$ cat config.mk
export PLATFORM = sky130hd
export DESIGN_NAME = pixel_lfsr_decoder
export DESIGN_NICKNAME = d
export VERILOG_FILES = /design/src/rtl/pixel_lfsr_decoder.sv
export SDC_FILE = /design/constraint.sdc
export NUM_CORES = 1
export LEC_CHECK = 0
export BUFFER_PORTS_ARGS = -buffer_cell sky130_fd_sc_hd__clkbuf_2
export CAP_MARGIN = 5
export CORE_MARGIN = 2
export CORE_UTILIZATION = 50
export CTS_CLUSTER_DIAMETER = 80
export CTS_CLUSTER_SIZE = 28
export DETAILED_ROUTE_END_ITERATION = 12
export PLACE_DENSITY = 0.7
export SKIP_CTS_REPAIR_TIMING = 1
export SYNTH_ARGS = -nofsm -noshare
export SYNTH_HDL_FRONTEND = slang
export SYNTH_SLANG_ARGS = --single-unit
$ cat constraint.sdc
create_clock -name clk_40MHz -period 6.1 [get_ports clk_40MHz]
set_clock_uncertainty 0.05 [all_clocks]
set_input_delay 0.305 -clock clk_40MHz [delete_from_list [all_inputs] [get_ports clk_40MHz]]
set_output_delay 0.305 -clock clk_40MHz [all_outputs]
set_load 0.02 [all_outputs]
$ cat src/rtl/pixel_lfsr_decoder.sv
// Column-side pixel readout decoder: accepts one raw pixel word, pulses the pixel
// clear line, and converts the LFSR-coded fields to binary by stepping reference LFSRs.
module pixel_lfsr_decoder #(
    parameter int CLR_CYCLES = 1,
    parameter int EARLY_EXIT = 1
) (
    input  logic       clk_40MHz,
    input  logic       rst,
    input  logic       in_valid,
    output logic       in_ready,
    input  logic       shutter_mode,
    input  logic [7:0] tot_code,
    input  logic [4:0] ftoa_code,
    input  logic [8:0] ts_code,
    output logic       pixel_clear,
    output logic       out_valid,
    input  logic       out_ready,
    output logic       mode_out,
    output logic [7:0] tot_bin,
    output logic [4:0] ftoa_bin,
    output logic [8:0] ts_bin,
    output logic [5:0] hit_cnt,
    output logic [2:0] err
);

    typedef enum logic [1:0] {IDLE, CAPTURE, SEARCH, DONE} state_t;

    state_t     state_q;
    logic [1:0] clrCnt_q;
    logic [7:0] k_q;
    logic [7:0] totRef_q;
    logic [4:0] ftoaRef_q;
    logic [5:0] hitRef_q;
    logic       mode_q;
    logic [7:0] totCode_q;
    logic [4:0] ftoaCode_q;
    logic [8:0] tsCode_q;
    logic       totFound_q, ftoaFound_q, hitFound_q;
    logic [7:0] totRes_q;
    logic [4:0] ftoaRes_q;
    logic [5:0] hitRes_q;
    logic       inReady_q, pixelClear_q, outValid_q, modeOut_q;
    logic [7:0] totBin_q;
    logic [4:0] ftoaBin_q;
    logic [8:0] tsBin_q;
    logic [5:0] hitCnt_q;
    logic [2:0] err_q;

    logic       totMatch_d, ftoaMatch_d, hitMatch_d;
    logic       totFound_d, ftoaFound_d, hitFound_d;
    logic [7:0] totRes_d;
    logic [4:0] ftoaRes_d;
    logic [5:0] hitRes_d;
    logic       searchExit_d;

    function automatic logic [7:0] totStep(input logic [7:0] r);
        return {r[6:0], ~(r[7] ^ r[5] ^ r[4] ^ r[3])};
    endfunction

    function automatic logic [4:0] ftoaStep(input logic [4:0] r);
        return {r[3:0], ~(r[4] ^ r[2])};
    endfunction

    function automatic logic [5:0] hitStep(input logic [5:0] r);
        return {r[4:0], ~(r[5] ^ r[4])};
    endfunction

    // Short LFSRs alias after their period, so only the first lap may match.
    always_comb begin
        totMatch_d   = ~totFound_q & (totRef_q == totCode_q);
        ftoaMatch_d  = ~ftoaFound_q & (k_q < 8'd31) & (ftoaRef_q == ftoaCode_q);
        hitMatch_d   = ~hitFound_q & (k_q < 8'd63) & (hitRef_q == tsCode_q[7:2]);
        totFound_d   = totFound_q | totMatch_d;
        ftoaFound_d  = ftoaFound_q | ftoaMatch_d;
        hitFound_d   = hitFound_q | hitMatch_d;
        totRes_d     = totMatch_d ? k_q : totRes_q;
        ftoaRes_d    = ftoaMatch_d ? k_q[4:0] : ftoaRes_q;
        hitRes_d     = hitMatch_d ? k_q[5:0] : hitRes_q;
        searchExit_d = (k_q == 8'd254);
        if (EARLY_EXIT != 0) begin
            if (mode_q ? hitFound_d : (totFound_d & ftoaFound_d)) begin
                searchExit_d = 1'b1;
            end
        end
    end

    always_ff @(posedge clk_40MHz) begin
        if (rst) begin
            state_q      <= IDLE;
            clrCnt_q     <= '0;
            k_q          <= '0;
            totRef_q     <= '0;
            ftoaRef_q    <= '0;
            hitRef_q     <= '0;
            mode_q       <= 1'b0;
            totCode_q    <= '0;
            ftoaCode_q   <= '0;
            tsCode_q     <= '0;
            totFound_q   <= 1'b0;
            ftoaFound_q  <= 1'b0;
            hitFound_q   <= 1'b0;
            totRes_q     <= '0;
            ftoaRes_q    <= '0;
            hitRes_q     <= '0;
            inReady_q    <= 1'b1;
            pixelClear_q <= 1'b0;
            outValid_q   <= 1'b0;
            modeOut_q    <= 1'b0;
            totBin_q     <= '0;
            ftoaBin_q    <= '0;
            tsBin_q      <= '0;
            hitCnt_q     <= '0;
            err_q        <= '0;
        end else begin
            case (state_q)
                IDLE: begin
                    if (in_valid) begin
                        mode_q       <= shutter_mode;
                        totCode_q    <= tot_code;
                        ftoaCode_q   <= ftoa_code;
                        tsCode_q     <= ts_code;
                        inReady_q    <= 1'b0;
                        pixelClear_q <= 1'b1;
                        clrCnt_q     <= 2'(CLR_CYCLES - 1);
                        state_q      <= CAPTURE;
                    end
                end
                CAPTURE: begin
                    totRef_q    <= 8'h00;
                    ftoaRef_q   <= 5'b00001;
                    hitRef_q    <= 6'h00;
                    k_q         <= 8'd0;
                    totFound_q  <= 1'b0;
                    ftoaFound_q <= 1'b0;
                    hitFound_q  <= 1'b0;
                    totRes_q    <= '0;
                    ftoaRes_q   <= '0;
                    hitRes_q    <= '0;
                    if (clrCnt_q == 2'd0) begin
                        pixelClear_q <= 1'b0;
                        state_q      <= SEARCH;
                    end else begin
                        clrCnt_q <= clrCnt_q - 2'd1;
                    end
                end
                SEARCH: begin
                    totFound_q  <= totFound_d;
                    ftoaFound_q <= ftoaFound_d;
                    hitFound_q  <= hitFound_d;
                    totRes_q    <= totRes_d;
                    ftoaRes_q   <= ftoaRes_d;
                    hitRes_q    <= hitRes_d;
                    totRef_q    <= totStep(totRef_q);
                    ftoaRef_q   <= ftoaStep(ftoaRef_q);
                    hitRef_q    <= hitStep(hitRef_q);
                    k_q         <= k_q + 8'd1;
                    // Fields not used by the captured mode report zero and no error.
                    if (searchExit_d) begin
                        modeOut_q  <= mode_q;
                        totBin_q   <= (!mode_q && totFound_d) ? totRes_d : 8'd0;
                        ftoaBin_q  <= (!mode_q && ftoaFound_d) ? ftoaRes_d : 5'd0;
                        tsBin_q    <= mode_q ? 9'd0 : tsCode_q;
                        hitCnt_q   <= (mode_q && hitFound_d) ? hitRes_d : 6'd0;
                        err_q      <= {mode_q & ~hitFound_d,
                                       ~mode_q & ~ftoaFound_d,
                                       ~mode_q & ~totFound_d};
                        outValid_q <= 1'b1;
                        state_q    <= DONE;
                    end
                end
                DONE: begin
                    if (out_ready) begin
                        outValid_q <= 1'b0;
                        inReady_q  <= 1'b1;
                        state_q    <= IDLE;
                    end
                end
                default: state_q <= IDLE;
            endcase
        end
    end

    // Handshake and clear lines fall as soon as reset is seen, not one edge later.
    assign in_ready    = inReady_q & ~rst;
    assign pixel_clear = pixelClear_q & ~rst;
    assign out_valid   = outValid_q & ~rst;
    assign mode_out    = modeOut_q;
    assign tot_bin     = totBin_q;
    assign ftoa_bin    = ftoaBin_q;
    assign ts_bin      = tsBin_q;
    assign hit_cnt     = hitCnt_q;
    assign err         = err_q;

endmodule

==> results.md, run 1 <==
* Part of the power in combinational logic at 38.1%
* Vias in the first global route at 3909
* Final min period at 3210 ps
* Post-synthesis adder-cell area fraction at 2.03%
* Cell count after synthesis at 567
* Area of the core at 9680 um2
* Final GP Congestion at 0.802
* Mux share of post-synthesis cell area at 4.19%
* DR vias at 4160
* Cell Area, Placed at 5230 um2
* Critical Path Sink Type: register
* CTS H-tree depth at 3
* Initial antenna violation count at 0
* Share of layout cells above drive strength 1 at 18.1%
* Post-synth EDFFs at 0
* Routed Antenna Nets at 0
* Period utilisation layout at 52.6%
* Critical path class: register to register
* Longest Clk Path Bufs at 2
* Synth Net Count at 602
* Synth cell types at 50
* Clock power frac at 22.0%
* Largest family of logic cells by synthesized area: simple AND/OR/NAND/NOR gates
* Num CTS Buffers at 9
* Synth top area cells: dfxtp_1 45%, a21oi_1 6.7%, nand2_1 6.3%, xnor2_1 3.6%, mux2i_1 3.0%
* Total global-route track usage at 22.0%
* Die area at 10700 um2
* Sum Neg Setup Slack at 0 ps
* Clock sinks at 111
* Clk_lat worst skew at 370 ps
* GRT overflow at 0
* Final WS setup at 2890 ps
* Post-route cell area at 5430 um2
* Mapped cell area at 4930 um2
* Sw Share at 42.1%
* Vias/cell at 5.65
* Drt pass-1 iters at 4
* CTS Root Cell: clkbuf_8
* Die Wd at 103 um
* Ant. Diodes at 0
* Status: finished clean
* Leading area contributor after synthesis: dfxtp_1
* Critical-path maximum fanout at 37
* Worst-path clk slew at 110 ps
* Final Max Tran Viols at 0
* Simple-Gate Fraction of Synth Area at 21.1%
* Worst Tran Pin Value at 1040 ps
* Max Freq at 0.312 GHz
* # fillers at 903
* Rel. slew slack at 30.6%
* Most used DFF post-synth: dfxtp_1
* Hold Fails Final Rpt at 0
* Register area share after synthesis at 45.1%
* Row count at 36
* Sequential share of power at 39.8%
* Worst Path Required at 6350 ps
* Int Power at 1.21 mW
* First-pass GRT wire length at 18600 um
* Total Routed Length at 11300 um
* Class of the worst hold path: primary input to register
* Die H at 103 um
* #FFs+latches synth at 111
* Ports at 62
* First DRT Iteration DRCs at 244
* Port-buffer cells at 61
* Final net count at 633
* Cell Pwr Density at 383 nW/um2
* Layout area overhead at 10.3%
* Starting Density at 50.9%
* Final Setup Violations at 0
* Power Total at 2.08 mW
* FFs w/ async S/R, synth at 0%
* Leak pwr at 2.00 nW
* Synth Warn # at 0
* DRC viols at 0
* Max Cap Viol at 0
* HPWL after DPL at 7540 um
* Post-synthesis compound-gate area fraction at 17.4%
* Largest net degree at the start of global routing at 91
* Sw power at 876 uW
* Worst VDD drop at 0.154 mV
* Cell Count, Final, Fillers Out at 736
* Pre-CTS setup slack at 2940 ps
* Placed insts at 720
* Startpoint Class: register
* Crit path DAT at 3460 ps
* Unrepaired setup endpoints after global routing: false
* Wire per inst at 15.3 um
* Syn_area_per_cell at 8.69 um2
* FF-to-FF setup slack at 2890 ps
* CTS tree: built
* Synth Area in XOR/XNOR at 5.33%
* Yosys top cell area share at 45.1%
==> synth_stat cells (4+ instances only) <==
library cell and n:
dfxtp_1 111, nand2_1 83, a21oi_1 66, nor2_1 38, clkbuf_1 26, nand3_1 26
nand4_1 22, xnor2_1 20, o21ai_0 16, mux2i_1 15, a2bb2oi_1 14, a31o_1 12
buf_1 11, inv_1 11, nor4_1 10, xor2_1 10, ha_1 8, nor4_2 6
a22oi_1 5, a31o_2 5, mux2_2 5, nor3_1 4, o21ai_1 4
==> layer usage <==
metal	track usage (%)	share of wire [%]
met2	37.2	49
met3	4.77	4.9
met5	0	0
met1	28.3	44
met4	6.38	1.6
==> per-stage QoR <==
step | utilization, % | hold WS [ps]
after floorplan | - | 369
final | 56.1 | 95.3
after global placement | 54.0 | 390
after CTS | 56.1 | 90.3
after global routing | 56.1 | 92.9
after detailed placement | 54.0 | 393
==> cell type report <==
cell class              instances  area (um2)  share of cell area (%)
flip-flops and latches        111        2220                    40.9
clock buffers                  11         141                    2.60
multi-input cells             400        2470                    45.4
well taps                     133         166                    3.06
repair buffers                 63         320                    5.90
clock inverters                 5        66.3                    1.22
inverters                      13        48.8                   0.898
==> layout by cell type (no fill, tap or decap), types with 11 or more instances in the layout <==
cell type  instances
a21oi_1           66
a2bb2oi_1         14
a31o_1            12
clkbuf_2          61
dfxtp_1          111
inv_1             11
mux2i_1           15
nand2_1           83
nand3_1           26
nand4_1           22
nor2_1            38
o21ai_0           16
xnor2_1           20
==> worst max-delay path, stage by stage (launching register included) <==
cell	delay (ps)
dfxtp_1	400
inv_1	100
ha_1	960
inv_2	540
nor4_1	800
a22oi_1	130
nor2_1	130
==> final timing paths <==
kind | startpoint | endpoint | cells after the start
min reg2reg | ftoa_bin[3]$_SDFFE_PP0P_ | ftoa_bin[3]$_SDFFE_PP0P_ | 2
max | state_q[1]$_SDFFE_PP0P_ | ftoaRes_q[0]$_SDFFE_PP0P_ | 6
min | ts_code[6] | tsCode_q[6]$_SDFFE_PP0P_ | 3
max reg2reg | state_q[1]$_SDFFE_PP0P_ | ftoaRes_q[0]$_SDFFE_PP0P_ | 6
==> flip-flops by register name, summed over array words and instances (netlist names), 8 cells and up <==
| signal | count |
|---|---|
| k_q | 8 |
| totCode_q | 8 |
| totRef_q | 8 |
| totRes_q | 8 |
| tot_bin | 8 |
| tsCode_q | 9 |
| ts_bin | 9 |
==> kinds of logic after synthesis <==
family          after synthesis
fa+ha+maj                     8
mux                          20
compound gates              134
simple gates                208
xor+xnor                     30
flops                       111
buf+inv                      56
==> power groups by stage <==
| stage | registers, mW | logic [mW] | clock network [mW] |
|---|---|---|---|
| 2_1_floorplan | 0.834 | 0.650 | 0 |
| 3_5_place_dp | 0.846 | 0.787 | 0 |
| 3_3_place_gp | 0.842 | 0.773 | 0 |
| 5_1_grt | 0.837 | 0.874 | 0.491 |
| 4_1_cts | 0.829 | 0.791 | 0.463 |
| 6_report | 0.829 | 0.793 | 0.458 |
Note: power is estimated with default switching activity, not from simulation.
==> run 2, diff against run 1 <==
- PLACE_DENSITY: 0.7 -> 0.73
- clock period: 6.1 -> 2.9 ns (I/O delays scaled with it)
==> results.md, run 2 (synthesis gave the netlist of run 1 again) <==
* Status: finished clean
* Clock sinks at 111 (unchanged)
* Worst reg-to-reg path cell count at 7 (+1)
* Hold Fails Final Rpt at 0 (unchanged)
* Worst Tran Pin Value at 917 ps (-123 ps)
* HPWL after DPL at 8170 um (+8.3%)
* Total Routed Length at 12000 um (+6.5%)
* Critical Path Sink Type: register
* Total global-route track usage at 23.4% (+1.4 points)
* Hold path depth at 3 (unchanged)
* Final Max Tran Viols at 0 (unchanged)
* Worst Path Required at 3160 ps (-3190 ps)
* Final WS setup at 411 ps (-2480 ps)
* Final net count at 666 (+5.2%)
* FF-to-FF setup slack at 410 ps (-2480 ps)
* DRC viols at 0 (unchanged)
* Wire per inst at 15.6 um (+1.9%)
* Placed insts at 729 (+1.3%)
* Cell Count, Final, Fillers Out at 769 (+4.5%)
* Die area at 10700 um2 (unchanged)
* Layout area overhead at 16.7%
* Area of the core at 9680 um2 (unchanged)
* First DRT Iteration DRCs at 208 (-15%)
* # fillers at 876 (-3.0%)
* Worst-path clk slew at 110 ps (about the same)
* CTS Root Cell: clkbuf_8
* Ports at 62 (unchanged)
* GRT overflow at 0 (unchanged)
* Unrepaired setup endpoints after global routing: false
* Area of the multi-input gates at 2470 um2 (unchanged)
* Max Cap Viol at 0 (unchanged)
* Share of layout cells above drive strength 1 at 18.7% (+0.63 points)
* Final GP Congestion at 0.875 (+9.1%)
* Hold Path Origin: in_valid
* Crit path DAT at 2750 ps (-710 ps)
* Drt pass-1 iters at 4 (unchanged)
* Commonest non-fill, non-tap cell in the layout: dfxtp_1
* Ant. Diodes at 0 (unchanged)
* Num CTS Buffers at 9 (unchanged)
* Port-buffer cells at 61 (unchanged)
* Worst setup path start: hitFound_q$_SDFFE_PP0P_
* Die Wd at 103 um (unchanged)
* Final min period at 2490 ps (-720 ps)
* CTS H-tree depth at 3 (unchanged)
* Commonest cells after routing, fill and taps aside: 111 x dfxtp_1, 83 x nand2_1, 66 x a21oi_1, 61 x clkbuf_2, 38 x nor2_1
* Largest net degree at the start of global routing at 40 (-56%)
* Reg-to-reg endpoint: ts_bin[7]$_SDFFE_PP0P_
* Longest Clk Path Bufs at 2 (unchanged)
* Period utilisation layout at 85.8% (+33 points)
* Rel. slew slack at 38.3% (+7.7 points)
* Vias in the first global route at 4025 (+3.0%)
* Final Setup Violations at 0 (unchanged)
* Vias/cell at 5.53 (-2.1%)
* Max Freq at 0.402 GHz (+29%)
* First-pass GRT wire length at 19400 um (+4.4%)
* Sum Neg Setup Slack at 0 ps (unchanged)
* Critical path class: register to register
* Clk_lat worst skew at 380 ps (about the same)
* Leak pwr at 2.15 nW (+7.6%)
* Pre-CTS setup slack at 441 ps (-2500 ps)
* Initial antenna violation count at 0 (unchanged)
* Register Area at 2220 um2 (unchanged)
* Startpoint Class: register
* CTS tree: built
* Die H at 103 um (unchanged)
* Worst reg2reg startpoint: hitFound_q$_SDFFE_PP0P_
* Hold endpoint: pixelClear_q$_SDFFE_PP0P_
* Hold_ws at 85.6 ps (-9.73 ps)
* DR vias at 4256 (+2.3%)
* Row count at 36 (unchanged)
* Worst VDD drop at 0.461 mV (+200%)
* Routed Antenna Nets at 0 (unchanged)
* Critical-path maximum fanout at 10 (-73%)
* Starting Density at 50.9% (unchanged)
* Cell Pwr Density at 796 nW/um2 (+110%)
* Class of the worst hold path: primary input to register
-- run 2: changes by cell type in the layout (fill, tap and decap cells not counted) --
cell	delta
dlygate4sd3_1	+24
buf_4	+9
inv_6	+2
clkbuf_1	-1
clkinvlp_4	-1
-- run 2: worst max-delay path by stage --
| stage | cells after the start | slack (ps) | to |
|---|---|---|---|
| after global placement | 7 | 520 | state_q[1]$_SDFFE_PP0P_ |
| after CTS | 7 | 420 | state_q[1]$_SDFFE_PP0P_ |
| after floorplan | 8 | 730 | outValid_q$_SDFFE_PP0P_ |
| after detailed placement | 7 | 440 | tot_bin[7]$_SDFFE_PP0P_ |
| final | 7 | 410 | ts_bin[7]$_SDFFE_PP0P_ |
| after global routing | 8 | 270 | ts_bin[3]$_SDFFE_PP0P_ |
-- run 2: critical path, cell delays in order (launching register included) --
cell,delay [ps]
dfxtp_1,380
or3_4,420
nor4_4,450
a32oi_4,250
o211ai_2,280
buf_4,270
nand4_1,120
a21oi_1,190
-- run 2: metal layers --
metal  GRT usage [%]  part of all wire (%)
met3            4.37                   4.1
met4            8.70                   1.4
met2            39.7                    50
met1            29.6                    45
met5               0                     0
-- run 2: power by group --
| part | internal [mW] | switching [mW] |
|---|---|---|
| combinational | 0.578 | 1.26 |
| clock | 0.439 | 0.551 |
| sequential | 1.64 | 0.109 |
| total | 2.66 | 1.92 |
-- run 2: per-stage QoR --
step           total power, mW  instance area, um2  utilization (%)
6_report                  4.58                5750             59.3
5_1_grt                   4.84                5750             59.3
4_1_cts                   4.56                5510             56.9
3_5_place_dp              3.58                5290             54.7
3_3_place_gp              3.54                5290             54.7
2_1_floorplan             3.12                4930                -
-- run 2: final cells by class --
class | count | area share, %
well taps | 133 | 2.90
clock buffers | 10 | 2.39
inverters | 13 | 0.849
flip-flops and latches | 111 | 38.7
multi-input cells | 400 | 42.9
clock inverters | 6 | 1.33
repair buffers | 96 | 10.9
==> run 3, diff against run 2 <==
- CORE_ASPECT_RATIO: unset -> 1.2
- PLACE_DENSITY: 0.73 -> 0.78
- SKIP_CTS_REPAIR_TIMING: 1 -> unset
==> results.md, run 3 (synthesis gave the netlist of run 1 again) <==
* Status: finished clean
* Commonest non-fill, non-tap cell in the layout: dfxtp_1
* Final GP Congestion at 0.912 (+4.2%)
* Vias in the first global route at 4258 (+5.8%)
* Final Max Tran Viols at 0 (unchanged)
* Final net count at 669 (+0.45%)
* Die area at 10700 um2 (about the same)
* Worst Path Required at 3110 ps (-50 ps)
* Cell Count, Final, Fillers Out at 762 (-0.91%)
* Starting Density at 51.5% (+0.64 points)
* Final WS setup at 388 ps (-23.7 ps)
* Total global-route track usage at 22.9% (-0.43 points)
* Ports at 62 (unchanged)
* Top cell by count, worst path: a21oi_1
* Share of layout cells above drive strength 1 at 18.9% (+0.23 points)
* Pre-CTS setup slack at 456 ps (+15.1 ps)
* # fillers at 863 (-1.5%)
* Final min period at 2510 ps (+23.7 ps)
* Clk_lat worst skew at 350 ps (-30 ps)
* Power Total at 4.77 mW (+4.2%)
* Vias/cell at 5.77 (+4.2%)
* Setup repair bufs after CTS at 0
* Max Freq at 0.398 GHz (-0.94%)
* Sw power at 1.93 mW (+0.69%)
* Row count at 39 (+8.3%)
* Commonest cells after routing, fill and taps aside: 111 x dfxtp_1, 83 x nand2_1, 66 x a21oi_1, 61 x clkbuf_2, 38 x nor2_1
* Sum Neg Setup Slack at 0 ps (unchanged)
* Placed insts at 722 (-0.96%)
* HPWL after DPL at 8090 um (-0.99%)
* Hold_buf cts at 24
* Unrepaired setup endpoints after global routing: false
* First-pass GRT wire length at 19700 um (+1.5%)
* Worst Tran Pin Value at 860 ps (-56.5 ps)
* Critical-path maximum fanout at 11 (+1)
* Crit path max-delay cell type: dfxtp_1
* Initial antenna violation count at 0 (unchanged)
* Sequential share of power at 36.6% (-1.6 points)
* Startpoint Class: register
* Routed Antenna Nets at 0 (unchanged)
* Layout area overhead at 18.3%
* Final core occ at 60.9% (+1.6 points)
* Post-CTS Resized at 0
* Port-buffer cells at 61 (unchanged)
* Num CTS Buffers at 9 (unchanged)
* Critical path class: register to register
* Critical Path Sink Type: register
* First DRT Iteration DRCs at 220 (+5.8%)
* Critical-path cell list: ha_1 -> and4_1 -> a21oi_1 -> a32oi_4 -> o211a_2 -> buf_4 -> o21ai_0 -> a21oi_1
* Period utilisation layout at 86.6% (+0.82 points)
* CTS H-tree depth at 3 (unchanged)
* Part of the power in combinational logic at 38.6% (-1.6 points)
* Crit path DAT at 2730 ps (-20 ps)
* FF-to-FF setup slack at 390 ps (-20 ps)
* Max Cap Viol at 0 (unchanged)
* Clock power frac at 24.9% (+3.3 points)
* Longest Clk Path Bufs at 2 (unchanged)
* Slowest stage delay, CP at 510 ps (+60 ps)
* Int Power at 2.84 mW (+6.8%)
* Buffers and inverters on the worst path at 1 (unchanged)
* DRC viols at 0 (unchanged)
* Worst VDD drop at 0.470 mV (+1.8%)
* Sw Share at 40.6% (-1.4 points)
* DR vias at 4394 (+3.2%)
* Die Wd at 94.6 um (-8.4%)
* GRT overflow at 0 (unchanged)
* Cell Pwr Density at 819 nW/um2 (+2.8%)
* Worst-path clk slew at 70 ps (-40 ps)
* Die H at 113 um (+9.2%)
* Leak pwr at 2.19 nW (+2.1%)
* Final Setup Violations at 0 (unchanged)
* Class of the worst hold path: primary input to register
* Largest net degree at the start of global routing at 36 (-10%)
* Hold Fails Final Rpt at 0 (unchanged)
* Ant. Diodes at 0 (unchanged)
* CTS Root Cell: clkbuf_16
* CTS tree: built
* Rel. slew slack at 42.5% (+4.2 points)
* Total Routed Length at 12000 um (-0.22%)
* Wire per inst at 15.7 um (+0.70%)
* Clock sinks at 111 (unchanged)
* Drt pass-1 iters at 4 (unchanged)
* Area of the core at 9560 um2 (-1.2%)
* Top delay family on crit path: compound AO/OA/AOI/OAI gates
run 3: changes by cell type in the layout (fill, tap and decap cells not counted):
| cell | delta |
|---|---|
| clkbuf_1 | +1 |
| clkinv_2 | +1 |
| clkbuf_8 | -9 |
| clkinvlp_4 | +1 |
| inv_6 | -1 |
| clkinv_4 | -1 |
| clkbuf_16 | +9 |
| buf_4 | +3 |
| bufinv_16 | -1 |
run 3: power by group through the flow:
stage | registers [mW] | logic, mW | clock network, mW
6_report | 1.74 | 1.84 | 1.19
3_3_place_gp | 1.77 | 1.75 | 0
2_1_floorplan | 1.75 | 1.37 | 0
5_1_grt | 1.76 | 1.99 | 1.26
3_5_place_dp | 1.78 | 1.78 | 0
4_1_cts | 1.74 | 1.82 | 1.20
run 3: layer usage:
metal	part of all wire [%]	global-route usage, %	up-vias	wire length [um]
met3	5.3	4.33	14	637
met2	51	39.5	115	6110
li1	-	-	2133	-
met1	43	28.6	2132	5100
met5	0	0	-	0
met4	1.2	7.73	0	145
run 3: metrics by stage:
step	cell area (um2)	hold slack [ps]
2_1_floorplan	4930	209
3_3_place_gp	5300	317
3_5_place_dp	5300	324
4_1_cts	5830	113
5_1_grt	5830	160
6_report	5830	117
run 3: path summary, 6_finish.rpt:
check                                              start                        end  depth (start not counted)
worst max-delay path                 k_q[0]$_SDFFE_PP0P_     ts_bin[1]$_SDFFE_PP0P_                          8
worst min-delay path                            in_valid  pixelClear_q$_SDFFE_PP0P_                          3
worst max register to register       k_q[0]$_SDFFE_PP0P_     ts_bin[1]$_SDFFE_PP0P_                          8
worst min register to register  ftoa_bin[1]$_SDFFE_PP0P_   ftoa_bin[1]$_SDFFE_PP0P_                          2
run 3: layout make-up:
cell class | instances | area [um2] | share of cell area [%]
timing repair buffer | 99 | 651 | 11.2
tap | 123 | 154 | 2.64
inverter | 13 | 48.8 | 0.837
multi-input combinational | 400 | 2470 | 42.3
clock buffer | 11 | 243 | 4.17
sequential | 111 | 2220 | 38.1
clock inverter | 5 | 41.3 | 0.709
run 3: worst min-delay path: cells and delay by family:
family | cells | cell delay [ps]
compound gates | 2 | 210
buf+inv | 1 | 130
